## src/rtl/parity_ser_tx_pkg.sv

```systemverilog
// Shared definitions for the parity serial transmitter.
//   tx_state_e : frame sequencing states
//   START_BIT / STOP_BIT / IDLE_LVL : serial line levels
//   CNT_W      : width of the per-bit cycle counter (BIT_CYC up to 255)
//   frame_len  : clocks from first start-bit cycle to last stop-bit cycle
package parity_ser_tx_pkg;

  typedef enum logic [2:0] {
    IDLE,
    START,
    DATA,
    PARITY,
    STOP
  } tx_state_e;

  localparam logic START_BIT = 1'b0;
  localparam logic STOP_BIT  = 1'b1;
  localparam logic IDLE_LVL  = 1'b1;

  localparam int unsigned CNT_W = 8;

  function automatic int unsigned frame_len(input int unsigned data_w,
                                            input int unsigned bit_cyc);
    return (data_w + 3) * bit_cyc;
  endfunction

endpackage

```

## src/rtl/parity_ser_tx_bit_timer.sv

```systemverilog
// Per-bit cycle timer for the serial transmitter.
//   clk        : system clock
//   rst        : synchronous active-high reset
//   restart_i  : clear the count (asserted on every state change)
//   bit_tick_o : high in the last cycle of the current bit period
module parity_ser_tx_bit_timer
  import parity_ser_tx_pkg::*;
#(
  parameter int unsigned BIT_CYC = 4
) (
  input  logic clk,
  input  logic rst,
  input  logic restart_i,
  output logic bit_tick_o
);

  logic [CNT_W-1:0] cyc_cnt_q;
  logic [CNT_W-1:0] cyc_cnt_d;

  assign bit_tick_o = (cyc_cnt_q == CNT_W'(BIT_CYC - 1));

  always_comb begin
    cyc_cnt_d = cyc_cnt_q + CNT_W'(1);
    if (restart_i || bit_tick_o) begin
      cyc_cnt_d = '0;
    end
  end

  always_ff @(posedge clk) begin
    if (rst) begin
      cyc_cnt_q <= '0;
    end else begin
      cyc_cnt_q <= cyc_cnt_d;
    end
  end

endmodule

```

## src/rtl/parity_ser_tx.sv

```systemverilog
// Serial transmit stage for parity-protected words.
// Frame on tx: start bit, DATA_W data bits LSB-first, par_in as-is, stop bit,
// each bit held BIT_CYC clocks. All outputs are registered.
//   clk       : system clock
//   rst       : synchronous active-high reset
//   din       : word to send, captured on handshake
//   par_in    : check bit, captured with din
//   din_valid : upstream word available
//   din_ready : high only while idle
//   tx        : serial line, idles high
//   busy      : frame in progress
//   done      : one-cycle pulse on the first idle cycle after a frame
module parity_ser_tx
  import parity_ser_tx_pkg::*;
#(
  parameter int unsigned DATA_W  = 32,
  parameter int unsigned BIT_CYC = 4
) (
  input  logic              clk,
  input  logic              rst,
  input  logic [DATA_W-1:0] din,
  input  logic              par_in,
  input  logic              din_valid,
  output logic              din_ready,
  output logic              tx,
  output logic              busy,
  output logic              done
);

  localparam int unsigned IDX_W = (DATA_W > 1) ? $clog2(DATA_W) : 1;

  tx_state_e         state_q;
  logic [DATA_W-1:0] shift_q;
  logic [IDX_W-1:0]  bit_idx_q;
  logic              par_q;
  logic              tx_q;
  logic              busy_q;
  logic              done_q;
  logic              ready_q;

  logic accept;
  logic last_bit;
  logic bit_tick;
  logic restart;

  assign din_ready = ready_q;
  assign tx        = tx_q;
  assign busy      = busy_q;
  assign done      = done_q;

  always_comb begin
    accept   = din_valid && ready_q;
    last_bit = (bit_idx_q == IDX_W'(DATA_W - 1));
    // Every bit-period end outside IDLE changes state, except inside the
    // data bits where only the last one moves on to PARITY.
    restart  = accept ||
               (bit_tick && (state_q != IDLE) &&
                !((state_q == DATA) && !last_bit));
  end

  parity_ser_tx_bit_timer #(
    .BIT_CYC (BIT_CYC)
  ) u_bit_timer (
    .clk        (clk),
    .rst        (rst),
    .restart_i  (restart),
    .bit_tick_o (bit_tick)
  );

  always_ff @(posedge clk) begin
    if (rst) begin
      state_q   <= IDLE;
      shift_q   <= '0;
      bit_idx_q <= '0;
      par_q     <= 1'b0;
      tx_q      <= IDLE_LVL;
      busy_q    <= 1'b0;
      done_q    <= 1'b0;
      ready_q   <= 1'b1;
    end else begin
      done_q <= 1'b0;
      unique case (state_q)
        IDLE: begin
          if (accept) begin
            state_q   <= START;
            shift_q   <= din;
            par_q     <= par_in;
            bit_idx_q <= '0;
            tx_q      <= START_BIT;
            busy_q    <= 1'b1;
            ready_q   <= 1'b0;
          end
        end
        START: begin
          if (bit_tick) begin
            state_q <= DATA;
            tx_q    <= shift_q[0];
          end
        end
        DATA: begin
          if (bit_tick) begin
            shift_q <= shift_q >> 1;
            if (last_bit) begin
              state_q <= PARITY;
              tx_q    <= par_q;
            end else begin
              bit_idx_q <= bit_idx_q + IDX_W'(1);
              // tx is registered, so drive the bit that shift_q[0] is about
              // to hold after this shift.
              tx_q      <= shift_q[1];
            end
          end
        end
        PARITY: begin
          if (bit_tick) begin
            state_q <= STOP;
            tx_q    <= STOP_BIT;
          end
        end
        STOP: begin
          if (bit_tick) begin
            state_q <= IDLE;
            tx_q    <= IDLE_LVL;
            busy_q  <= 1'b0;
            ready_q <= 1'b1;
            done_q  <= 1'b1;
          end
        end
        default: begin
          state_q <= IDLE;
          tx_q    <= IDLE_LVL;
          busy_q  <= 1'b0;
          ready_q <= 1'b1;
        end
      endcase
    end
  end

endmodule
```

## config.mk

```make
export PLATFORM = sky130hd
export DESIGN_NAME = parity_ser_tx
export DESIGN_NICKNAME = d
export VERILOG_FILES = /design/src/rtl/parity_ser_tx_pkg.sv /design/src/rtl/parity_ser_tx_bit_timer.sv /design/src/rtl/parity_ser_tx.sv
export SDC_FILE = /design/constraint.sdc
export NUM_CORES = 1
export LEC_CHECK = 0
export ABC_AREA = 1
export BUFFER_PORTS_ARGS = -buffer_cell sky130_fd_sc_hd__buf_2
export CORE_ASPECT_RATIO = 2
export CORE_MARGIN = 8
export CORE_UTILIZATION = 45
export DETAILED_ROUTE_END_ITERATION = 10
export PLACE_DENSITY = 0.64
export SLEW_MARGIN = 20
export SYNTH_ARGS = -nofsm -noshare
export SYNTH_HDL_FRONTEND = slang
export SYNTH_HIERARCHICAL = 1
export SYNTH_SLANG_ARGS = --single-unit
export TNS_END_PERCENT = 100
```

## constraint.sdc

```tcl
create_clock -name clk -period 2.1 [get_ports clk]
set_clock_uncertainty 0.2 [all_clocks]
set_input_delay 0.105 -clock clk [delete_from_list [all_inputs] [get_ports clk]]
set_output_delay 0.105 -clock clk [all_outputs]
set_load 0.02 [all_outputs]
```

==> results of run 1 <==
## final timing paths
kind | cells after the start | to | slack (ps) | startpoint
worst max-delay path | 6 | par_q | 120 | state_q[1]
worst min-delay path | 6 | busy | 150 | din_valid
worst max register to register | 6 | par_q | 120 | state_q[1]
worst min register to register | 1 | u_bit_timer/cyc_cnt_q[0] | 230 | u_bit_timer/cyc_cnt_q[0]
## worst min-delay path, delay by kind of cell
kind                   cells  cell delay [ps]
AOI/OAI and AO/OA          1               50
and+or+nand+nor            4              380
buffers and inverters      1               70
## sequential cells by signal (all words and copies together) (netlist names)
signal and count:
par_q 1, tx 1, state_q 3, done 1
u_bit_timer/cyc_cnt_q 8, busy 1, din_ready 1, bit_idx_q 5
shift_q 32
## layout by cell type, fill, tap and decap left out, drive strengths merged
master        count
dfxtp            53
dlymetal6s4s      1
ha                3
nand2           155
xnor2             1
xor2              1
clkinv            1
a21oi            10
nor3              3
o21ai            38
nand3            18
and2              1
nor2             90
nand4             2
clkinvlp          1
clkbuf            7
inv              26
dlygate4sd3      35
buf              50
## layer usage
layer	vias up	GRT usage	routed length [µm]
met3	5	0.0375	248
met1	1278	0.154	2640
met4	0	0.0512	87
met5	-	0	0
li1	1452	-	-
met2	41	0.282	3810
## report_power, final
group,switching [mW],internal (mW),leakage (nW)
Sequential,0.202,1.34,0.437
Clock,0.364,0.444,0.0641
Combinational,0.944,0.555,1.19
Total,1.51,2.33,1.69
## cell families after synthesis
group,Yosys count,share of synthesized area
AND/OR/NAND/NOR,269,0.409
XOR/XNOR,2,0.00659
adder cells (fa/ha/maj),3,0.0141
AO/OA/AOI/OAI,48,0.0931
flip-flops,53,0.399
buffers and inverters,44,0.0781
## metrics by stage
step | setup slack, ps | cells | hold WS [ps] | power [mW] | utilization
3_3_place_gp | 188 | 510 | 174 | 2.92 | 0.508
6_report | 117 | 557 | 150 | 3.84 | 0.603
4_1_cts | 31.9 | 554 | 142 | 3.82 | 0.596
5_1_grt | 6.66 | 557 | 201 | 4.15 | 0.603
3_5_place_dp | 170 | 510 | 179 | 2.95 | 0.508
2_1_floorplan | 269 | 419 | 48.2 | 2.65 | -
## cells in the mapped netlist, drive strengths merged
| cell | instances |
|---|---|
| o21ai | 38 |
| nand3 | 18 |
| nand4 | 2 |
| xor2 | 1 |
| a21oi | 10 |
| dfxtp | 53 |
| ha | 3 |
| buf | 11 |
| nand2 | 155 |
| nor3 | 3 |
| nor2 | 90 |
| inv | 26 |
| and2 | 1 |
| xnor2 | 1 |
| clkbuf | 6 |
| clkinv | 1 |
## cell type report
cell class	count	area share
multi-input combinational	322	0.407
sequential	53	0.309
timing repair buffer	86	0.191
clock buffer	7	0.0385
inverter	27	0.0301
tap	61	0.0222
clock inverter	1	0.00218
## what timing repair did
action / in CTS / in global routing
gates resized for setup: 0 / 10
setup buffers: 0 / 3
endpoints found under the hold margin: 40 / 0
hold buffers: 36 / 0
setup endpoints to repair: 0 / 11
==> summary.txt, run 1 <==
Fill cells = 556
Syn_area_per_cell = 6.35 µm²
# setup viols final = 0
Worst path cell trace = inv_1 -> nand3_2 -> clkinv_1 -> nand2_1 -> a21oi_1 -> dlygate4sd3_1
CTS Root Cell = clkbuf_16
Die H = 125 µm
Setup crit start kind = flop
Rows = 39
RSZ-0062 raised after global routing = no
Worst-skew pair later-pin latency = 290 ps
CTS sink count = 53
Worst relative slew slack = 0.648
Initial core utilization = 0.466
Synth top area share = 0.399
Syn Nets = 458
Setup TNS = 0 ps
PD cells = 1120 nW/µm²
Drt initial violations = 183
Worst hold path class = input pin to flop
HPWL after DPL = 4610 µm
DRT antenna net count = 0
Sum of buffers and inverters on the critical path = 3
Sequential area share after synthesis = 0.399
PortBufs = 39
Area added between synthesis and finish = 29.5%
DR DRC count = 0
Drt wl/cell = 12.2 µm
CP delay by family, top = buffers and inverters
Worst VDD drop = 0.863 mV
Total GRT Usage = 0.151
Clock Path Buffers = 2
Layout cells sized above 1 = 0.159
Critical Path End Type = flop
Multi-input logic area = 1400 µm²
Worst Max-Slew Pin Slew = 527 ps
CTS tree = done
Global route overflow = 0
Placer Congestion = 0.840
Reg clk slew, reported paths = 70 ps
CP Data Arrival Time = 1970 ps
Io pins = 40
Initial antenna violation count = 0
Vias in the first global route = 2632
Ranking of synthesized cells by area = dfxtp_1 (40%), nand2_1 (21%), nor2_1 (12%)
Gate Count Post-Synth = 419
Status = complete, no violations
Synth cell types = 27
Leading area contributor after synthesis = dfxtp_1
Largest net degree at the start of global routing = 32
Full die area = 8780 µm²
Placement Cell Area = 2900 µm²
Ant. Diodes = 0
Slowest cell on crit path = dlygate4sd3_1
Total number of vias = 2776
CP max FO = 7
Post-route minimum period = 1980 ps
Final wirelength = 6790 µm
F_max = 504 MHz
Max Slew Vio Count = 0
Hold Fails Final Rpt = 0
TritonCTS buffer count = 5
Leak = 1.69 nW
Avg Vias per Cell = 4.98
Reg area = 1070 µm²
Core area = 5710 µm²
Fin crit share = 0.944
Yosys reg bits = 53
Final nets = 534
DRT Pass-1 Iters = 4
Cell area after synthesis = 2660 µm²
Final Cell Area = 3440 µm²
Worst Setup Path Type = flop to flop
Critical Path RT = 2080 ps
Warnings, synthesis = 6
Max incr delay on CP = 560 ps
Die width = 70.4 µm
H-tree depth = 2
Maxcap violations = 0
First-pass GRT wire length = 11300 µm
Note: power is estimated with default switching activity, not from simulation.
==> run 2: changes to the inputs <==
--- a/config.mk
+++ b/config.mk
@@ -6,7 +6,8 @@
 export NUM_CORES = 1
 export LEC_CHECK = 0
 export ABC_AREA = 1
-export BUFFER_PORTS_ARGS = -buffer_cell sky130_fd_sc_hd__buf_2
+export ABC_CLOCK_PERIOD_IN_PS = 2100
+export BUFFER_PORTS_ARGS = -buffer_cell sky130_fd_sc_hd__buf_4
 export CORE_ASPECT_RATIO = 2
 export CORE_MARGIN = 8
 export CORE_UTILIZATION = 45
==> run 2 against run 1 <==
Critical path depth up 7. Largest power group unchanged. Worst hold slack worse by 3.9 ps. Die area unchanged. Global-route usage down 0.16 points. First-iteration DRC count down 53%. Via count down 2.7%. Highest routed layer unchanged. Routed wire length down 5.9%. Sequential share of layout area down 0.62 points. Flip-flop and latch count unchanged.
==> summary.txt, run 2 (same netlist as run 1, synthesis figures left out) <==
Io pins = 40 (unchanged)
Worst relative slew slack = 0.649 (was 0.648)
# setup viols final = 0 (unchanged)
Final nets = 528 (was 534)
Biggest register = shift_q (unchanged)
Clock Path Buffers = 2 (unchanged)
RSZ-0062 raised after global routing = yes (was no)
Reg clk slew, reported paths = 70 ps (about the same)
Drt wl/cell = 11.6 µm (was 12.2 µm)
Largest net degree at the start of global routing = 37 (was 32)
Reg2Reg Depth = 13 (was 6)
Leak = 1.69 nW (about the same)
Worst VDD drop = 1.09 mV (was 0.863 mV)
Sum of buffers and inverters on the critical path = 3 (unchanged)
Slowest cell on crit path = dfxtp_1 (was dlygate4sd3_1)
Maxcap violations = 0 (unchanged)
Total number of vias = 2701 (was 2776)
H-tree depth = 2 (unchanged)
Worst-skew pair later-pin latency = 290 ps (about the same)
TritonCTS buffer count = 5 (unchanged)
PortBufs = 39 (unchanged)
DRT Pass-1 Iters = 4 (unchanged)
Ant. Diodes = 0 (unchanged)
Commonest non-fill, non-tap cell in the layout = nand2_1 (unchanged)
Biggest regs = shift_q x32, u_bit_timer/cyc_cnt_q x8, bit_idx_q x5 (unchanged)
Worst Setup Path Type = flop to flop (unchanged)
Setup bufs post-CTS = 0 (unchanged)
R2r setup slk = 90 ps (was 120 ps)
Final wirelength = 6380 µm (was 6790 µm)
Tot Pwr = 3.94 mW (was 3.84 mW)
Avg Vias per Cell = 4.90 (was 4.98)
Worst flop-to-flop path startpoint = bit_idx_q[0] (was state_q[1])
Hold EP = busy (unchanged)
Die width = 70.4 µm (unchanged)
Placer Congestion = 0.822 (was 0.840)
CTS Root Cell = clkbuf_16 (unchanged)
Full die area = 8780 µm² (unchanged)
Max incr delay on CP = 380 ps (was 560 ps)
Commonest cells after routing, fill and taps aside = nand2_1 (150), nor2_1 (84), dfxtp_1 (52) (was nand2_1 (150), nor2_1 (85), dfxtp_1 (49))
Hold_sp = din_valid (unchanged)
Die H = 125 µm (unchanged)
Worst hold slack = 146 ps (was 150 ps)
DRT antenna net count = 0 (unchanged)
Filler-free cell count of the finished design = 551 (was 557)
Max reg flops = 32 (unchanged)
Max Slew Vio Count = 0 (unchanged)
Placed insts = 509 (was 510)
Global route overflow = 0 (unchanged)
Rows = 39 (unchanged)
Initial antenna violation count = 0 (unchanged)
Fill cells = 571 (was 556)
Post-route minimum period = 2010 ps (was 1980 ps)
Total GRT Usage = 0.150 (was 0.151)
Hold Fails Final Rpt = 0 (unchanged)
CTS sink count = 53 (unchanged)
Critical Path RT = 2100 ps (was 2080 ps)
CP max FO = 4 (was 7)
Layout cells sized above 1 = 0.149 (was 0.159)
Worst hold path class = input pin to flop (unchanged)
Crit Reg-Reg Endpoint = u_bit_timer/cyc_cnt_q[5] (was par_q)
CP Data Arrival Time = 2000 ps (was 1970 ps)
Worst Max-Slew Pin Slew = 526 ps (was 527 ps)
PD cells = 1120 nW/µm² (about the same)
Vias in the first global route = 2745 (was 2632)
Status = complete, no violations (unchanged)
Core area = 5710 µm² (unchanged)
WHS Path Cells = 6 (unchanged)
Drt initial violations = 86 (was 183)
Setup crit start kind = flop (unchanged)
Fin crit share = 0.955 (was 0.944)
Initial core utilization = 0.466 (unchanged)
CP delay by family, top = simple AND/OR/NAND/NOR gates (was buffers and inverters)
Crit path top cell by count = nand2_1
F_max = 499 MHz (was 504 MHz)
CTS tree = done (unchanged)
Area added between synthesis and finish = 31.7% (was 29.5%)
First-pass GRT wire length = 11200 µm (was 11300 µm)
Critical Path End Type = flop (unchanged)
HPWL after DPL = 4390 µm (was 4610 µm)
Worst path cell trace = ha_1 -> nand2_1 -> nor2_2 -> ha_2 -> nand2_1 -> nand2_1 -> inv_2 -> o21ai_0 -> nor2_1 -> inv_1 -> nor2_1 -> nand2_1 -> inv_1 (was inv_1 -> nand3_2 -> clkinv_1 -> nand2_1 -> a21oi_1 -> dlygate4sd3_1)
DR DRC count = 0 (unchanged)
-- run 2: cell type report --
cell class	count	area (µm²)	share of cell area
clock buffer	7	143	0.0407
clock inverter	1	30.0	0.00857
inverter	27	104	0.0297
multi-input combinational	322	1400	0.400
sequential	53	1060	0.303
tap	61	76.3	0.0218
timing repair buffer	80	686	0.196
-- run 2: power breakdown --
| group | total, mW | switching (mW) | internal, mW |
|---|---|---|---|
| Sequential | 1.54 | 0.202 | 1.33 |
| Clock | 0.953 | 0.357 | 0.596 |
| Combinational | 1.45 | 0.914 | 0.536 |
| Total | 3.94 | 1.47 | 2.47 |
-- run 2: layer usage --
metal	routed length, µm	track usage	up-vias	part of all wire
li1	-	-	1433	-
met5	0	0	-	0
met2	3390	0.279	40	0.53
met4	195	0.0810	0	0.031
met3	238	0.0423	13	0.037
met1	2560	0.138	1215	0.40
-- run 2: worst max-delay path by stage --
stage	startpoint	endpoint	slack, ps	depth (start not counted)
after floorplan	u_bit_timer/cyc_cnt_q[0]	bit_idx_q[1]	270	10
after global placement	bit_idx_q[1]	u_bit_timer/cyc_cnt_q[0]	90	11
after detailed placement	bit_idx_q[1]	u_bit_timer/cyc_cnt_q[6]	70	13
after CTS	bit_idx_q[1]	u_bit_timer/cyc_cnt_q[6]	60	13
after global routing	bit_idx_q[0]	u_bit_timer/cyc_cnt_q[6]	-10	13
final	bit_idx_q[0]	u_bit_timer/cyc_cnt_q[5]	90	13
-- run 2: what timing repair did --
action | in CTS | in global routing
hold buffers | 34 | 0
endpoints found under the hold margin | 40 | 0
setup endpoints to repair | 0 | 23
gates resized for setup | 0 | 5
-- run 2: through the flow --
step                      setup TNS [ps]  setup slack, ps  area (µm²)   util
final                                  0             94.3        3500  0.613
after global routing               -22.9            -11.6        3500  0.613
after CTS                              0             64.0        3490  0.611
after detailed placement               0             73.4        2980  0.522
after global placement                 0             88.1        2980  0.522
after floorplan                        0              269        2660      -
-- run 2: worst reg2reg max path: stages, from the launching register on --
cell	delay, ps
dfxtp_1	380
ha_1	180
nand2_1	80
nor2_2	130
ha_2	210
nand2_1	50
nand2_1	120
inv_2	60
o21ai_0	180
nor2_1	100
inv_1	60
nor2_1	50
nand2_1	70
inv_1	30
==> run 3: changes to the inputs <==
--- a/config.mk
+++ b/config.mk
@@ -6,7 +6,7 @@
 export NUM_CORES = 1
 export LEC_CHECK = 0
 export ABC_AREA = 1
-export ABC_CLOCK_PERIOD_IN_PS = 2100
+export ABC_CLOCK_PERIOD_IN_PS = 2280
 export BUFFER_PORTS_ARGS = -buffer_cell sky130_fd_sc_hd__buf_4
 export CORE_ASPECT_RATIO = 2
 export CORE_MARGIN = 8
@@ -16,6 +16,5 @@
 export SLEW_MARGIN = 20
 export SYNTH_ARGS = -nofsm -noshare
 export SYNTH_HDL_FRONTEND = slang
-export SYNTH_HIERARCHICAL = 1
 export SYNTH_SLANG_ARGS = --single-unit
 export TNS_END_PERCENT = 100
==> constraint.sdc (replaced) <==
create_clock -name clk -period 2.28 [get_ports clk]
set_clock_uncertainty 0.2 [all_clocks]
set_input_delay 0.114 -clock clk [delete_from_list [all_inputs] [get_ports clk]]
set_output_delay 0.114 -clock clk [all_outputs]
set_load 0.02 [all_outputs]
==> run 3 against run 2 <==
First-iteration DRC count grew 92%. Utilization is 3.7 points lower. Synthesized cell count increased by 3.1%. Flip-flop and latch count unchanged. Combinational power up 25%. Critical path depth shrank 2. Synthesized area up 14%. Power grew 1.7%. Count of clock-buffer cells in the layout did not move. Critical endpoint is now state_q[2].
==> summary.txt, run 3 <==
Status = complete, no violations (unchanged)
Largest net degree at the start of global routing = 48 (was 37)
Warnings, synthesis = 0 (was 6)
Leak = 1.72 nW (was 1.69 nW)
Die width = 74.0 µm (was 70.4 µm)
Final nets = 532 (was 528)
Final wirelength = 7050 µm (was 6380 µm)
Worst relative slew slack = 0.727 (was 0.649)
Total number of vias = 2809 (was 2701)
Post-synth EDFFs = 0 (unchanged)
PortBufs = 39 (unchanged)
Global route overflow = 0 (unchanged)
H-tree depth = 2 (unchanged)
Die H = 132 µm (was 125 µm)
Sequential area share after synthesis = 0.351 (was 0.399)
Worst VDD drop = 0.860 mV (was 1.09 mV)
Synth cell types = 30 (was 27)
Placed insts = 542 (was 509)
Setup crit start kind = flop (unchanged)
Initial core utilization = 0.461 (was 0.466)
Cell with the most instances after synthesis = nand2_1 (unchanged)
Worst Setup Path Type = flop to flop (unchanged)
Synth top area share = 0.351 (was 0.399)
Worst Max-Slew Pin Slew = 410 ps (was 526 ps)
Critical Path RT = 2260 ps (was 2100 ps)
Filler-free cell count of the finished design = 582 (was 551)
Syn_area_per_cell = 7.00 µm² (was 6.35 µm²)
Initial antenna violation count = 0 (unchanged)
Reg clk slew, reported paths = 70 ps (about the same)
Post-cts resize count = 0 (unchanged)
Worst-skew pair later-pin latency = 290 ps (about the same)
Hold Fails Final Rpt = 0 (unchanged)
Total GRT Usage = 0.154 (was 0.150)
Drt wl/cell = 12.1 µm (was 11.6 µm)
DR DRC count = 0 (unchanged)
Compound-Gate Fraction of Synth Area = 0.0827 (was 0.0931)
Avg Vias per Cell = 4.83 (was 4.90)
Mux cell area share after synthesis = 0 (unchanged)
Yosys reg bits = 53 (unchanged)
Setup TNS = 0 ps (unchanged)
Biggest regs = shift_q x32, u_bit_timer.cyc_cnt_q x8, bit_idx_q x5 (was shift_q x32, u_bit_timer/cyc_cnt_q x8, bit_idx_q x5)
Synth cell count leaders = nand2_1 (102), nor2_2 (60), dfxtp_1 (53) (was nand2_1 (150), nor2_1 (87), dfxtp_1 (53))
Rows = 42 (was 39)
XOR/XNOR share of the synthesized area = 0.00289 (was 0.00659)
# setup viols final = 0 (unchanged)
Core area = 6570 µm² (was 5710 µm²)
CTS tree = done (unchanged)
Syn Nets = 471 (was 458)
TritonCTS buffer count = 5 (unchanged)
Simple-Gate Fraction of Synth Area = 0.427 (was 0.409)
Maxcap violations = 0 (unchanged)
HPWL after DPL = 4640 µm (was 4390 µm)
Biggest register = shift_q (unchanged)
CP Data Arrival Time = 2010 ps (was 2000 ps)
Leading area contributor after synthesis = dfxtp_1 (unchanged)
Full die area = 9760 µm² (was 8780 µm²)
F_max = 494 MHz (was 499 MHz)
Commonest non-fill, non-tap cell in the layout = nand2_1 (unchanged)
R2r setup slk = 250 ps (was 90 ps)
CTS Root Cell = clkbuf_16 (unchanged)
Tot Pwr = 4.01 mW (was 3.94 mW)
Layout cells sized above 1 = 0.269 (was 0.149)
Drt initial violations = 165 (was 86)
DRT Pass-1 Iters = 4 (unchanged)
Area added between synthesis and finish = 25.2% (was 31.7%)
DRT antenna net count = 0 (unchanged)
Io pins = 40 (unchanged)
Clock Path Buffers = 2 (unchanged)
Worst hold path class = input pin to flop (unchanged)
PD cells = 1060 nW/µm² (was 1120 nW/µm²)
CTS sink count = 53 (unchanged)
Asr flop ratio synth = 0 (unchanged)
Post-route minimum period = 2030 ps (was 2010 ps)
Adder-cell area share of the yosys netlist = 0.0124 (was 0.0141)
First-pass GRT wire length = 12200 µm (was 11200 µm)
Cell area after synthesis = 3030 µm² (was 2660 µm²)
Vias in the first global route = 2801 (was 2745)
Worst hold slack = 7.12 ps (was 146 ps)
Post-synth top flop = dfxtp_1 (unchanged)
Largest family of logic cells by synthesized area = simple AND/OR/NAND/NOR gates (unchanged)
CP max FO = 4 (unchanged)
Max reg flops = 32 (unchanged)
Max Slew Vio Count = 0 (unchanged)
Critical Path End Type = flop (unchanged)
Placer Congestion = 0.829 (was 0.822)
Ant. Diodes = 0 (unchanged)
Fin crit share = 0.889 (was 0.955)
Ranking of synthesized cells by area = dfxtp_1 (35%), nand2_1 (13%), nor2_2 (12%) (was dfxtp_1 (40%), nand2_1 (21%), nor2_1 (12%))
Gate Count Post-Synth = 432 (was 419)
Commonest cells after routing, fill and taps aside = nand2_1 (102), nor2_2 (60), dfxtp_1 (53) (was nand2_1 (150), nor2_1 (84), dfxtp_1 (52))
RSZ-0062 raised after global routing = no (was yes)
run 3: kinds of logic (layout without fill, tap and decap cells):
logic type / count (synthesis) / count (layout)
AO/OA/AOI/OAI: 50 / 50
XOR/XNOR: 1 / 1
adder cells (fa/ha/maj): 3 / 3
buffers and inverters: 73 / 135
flip-flops: 53 / 53
AND/OR/NAND/NOR: 252 / 252
run 3: worst paths after layout:
path,startpoint,end,cells after the start
hold reg to reg,busy,busy,2
setup reg to reg,bit_idx_q[1],state_q[2],11
hold / removal,din[5],shift_q[5],5
setup / recovery,bit_idx_q[1],state_q[2],11
run 3: layout make-up:
| cell class | instances | area, µm² |
|---|---|---|
| Fill cell | 624 | 2780 |
| Multi-Input combinational cell | 306 | 1590 |
| Sequential cell | 53 | 1060 |
| Timing Repair Buffer | 75 | 656 |
| Inverter | 52 | 200 |
| Clock buffer | 7 | 143 |
| Tap cell | 88 | 110 |
| Clock inverter | 1 | 30.0 |
run 3: through the flow:
step / utilization / cell area (µm²) / worst slack [ps]
final: 0.577 / 3790 / 254
after global routing: 0.577 / 3790 / 10.9
after CTS: 0.577 / 3790 / 246
after detailed placement: 0.502 / 3300 / 279
after global placement: 0.502 / 3300 / 373
after floorplan: - / 3030 / 508
run 3: what timing repair did:
item	4_1_cts	5_1_grt
endpoints found under the hold margin	37	0
setup endpoints to repair	0	0
hold buffers	32	0
buffers inserted	0	0
run 3: power breakdown:
part | switching, mW | leakage (nW) | internal [mW]
clock | 0.334 | 0.0841 | 0.549
combinational | 1.13 | 1.20 | 0.675
sequential | 0.117 | 0.435 | 1.20
run 3: per-layer routing:
layer | global-route usage | part of all wire
met5 | 0 | 0
met4 | 0.0650 | 0.024
met3 | 0.0343 | 0.034
met1 | 0.162 | 0.41
met2 | 0.274 | 0.53
run 3: critical path, stage by stage, from the launching register on:
cell	delay, ps
dfxtp_1	360
ha_1	180
inv_1	50
nor3_1	160
ha_1	230
nand2_1	60
nand2_1	90
inv_2	60
o21ai_0	130
nand2_1	160
o21ai_0	180
nor2_1	60
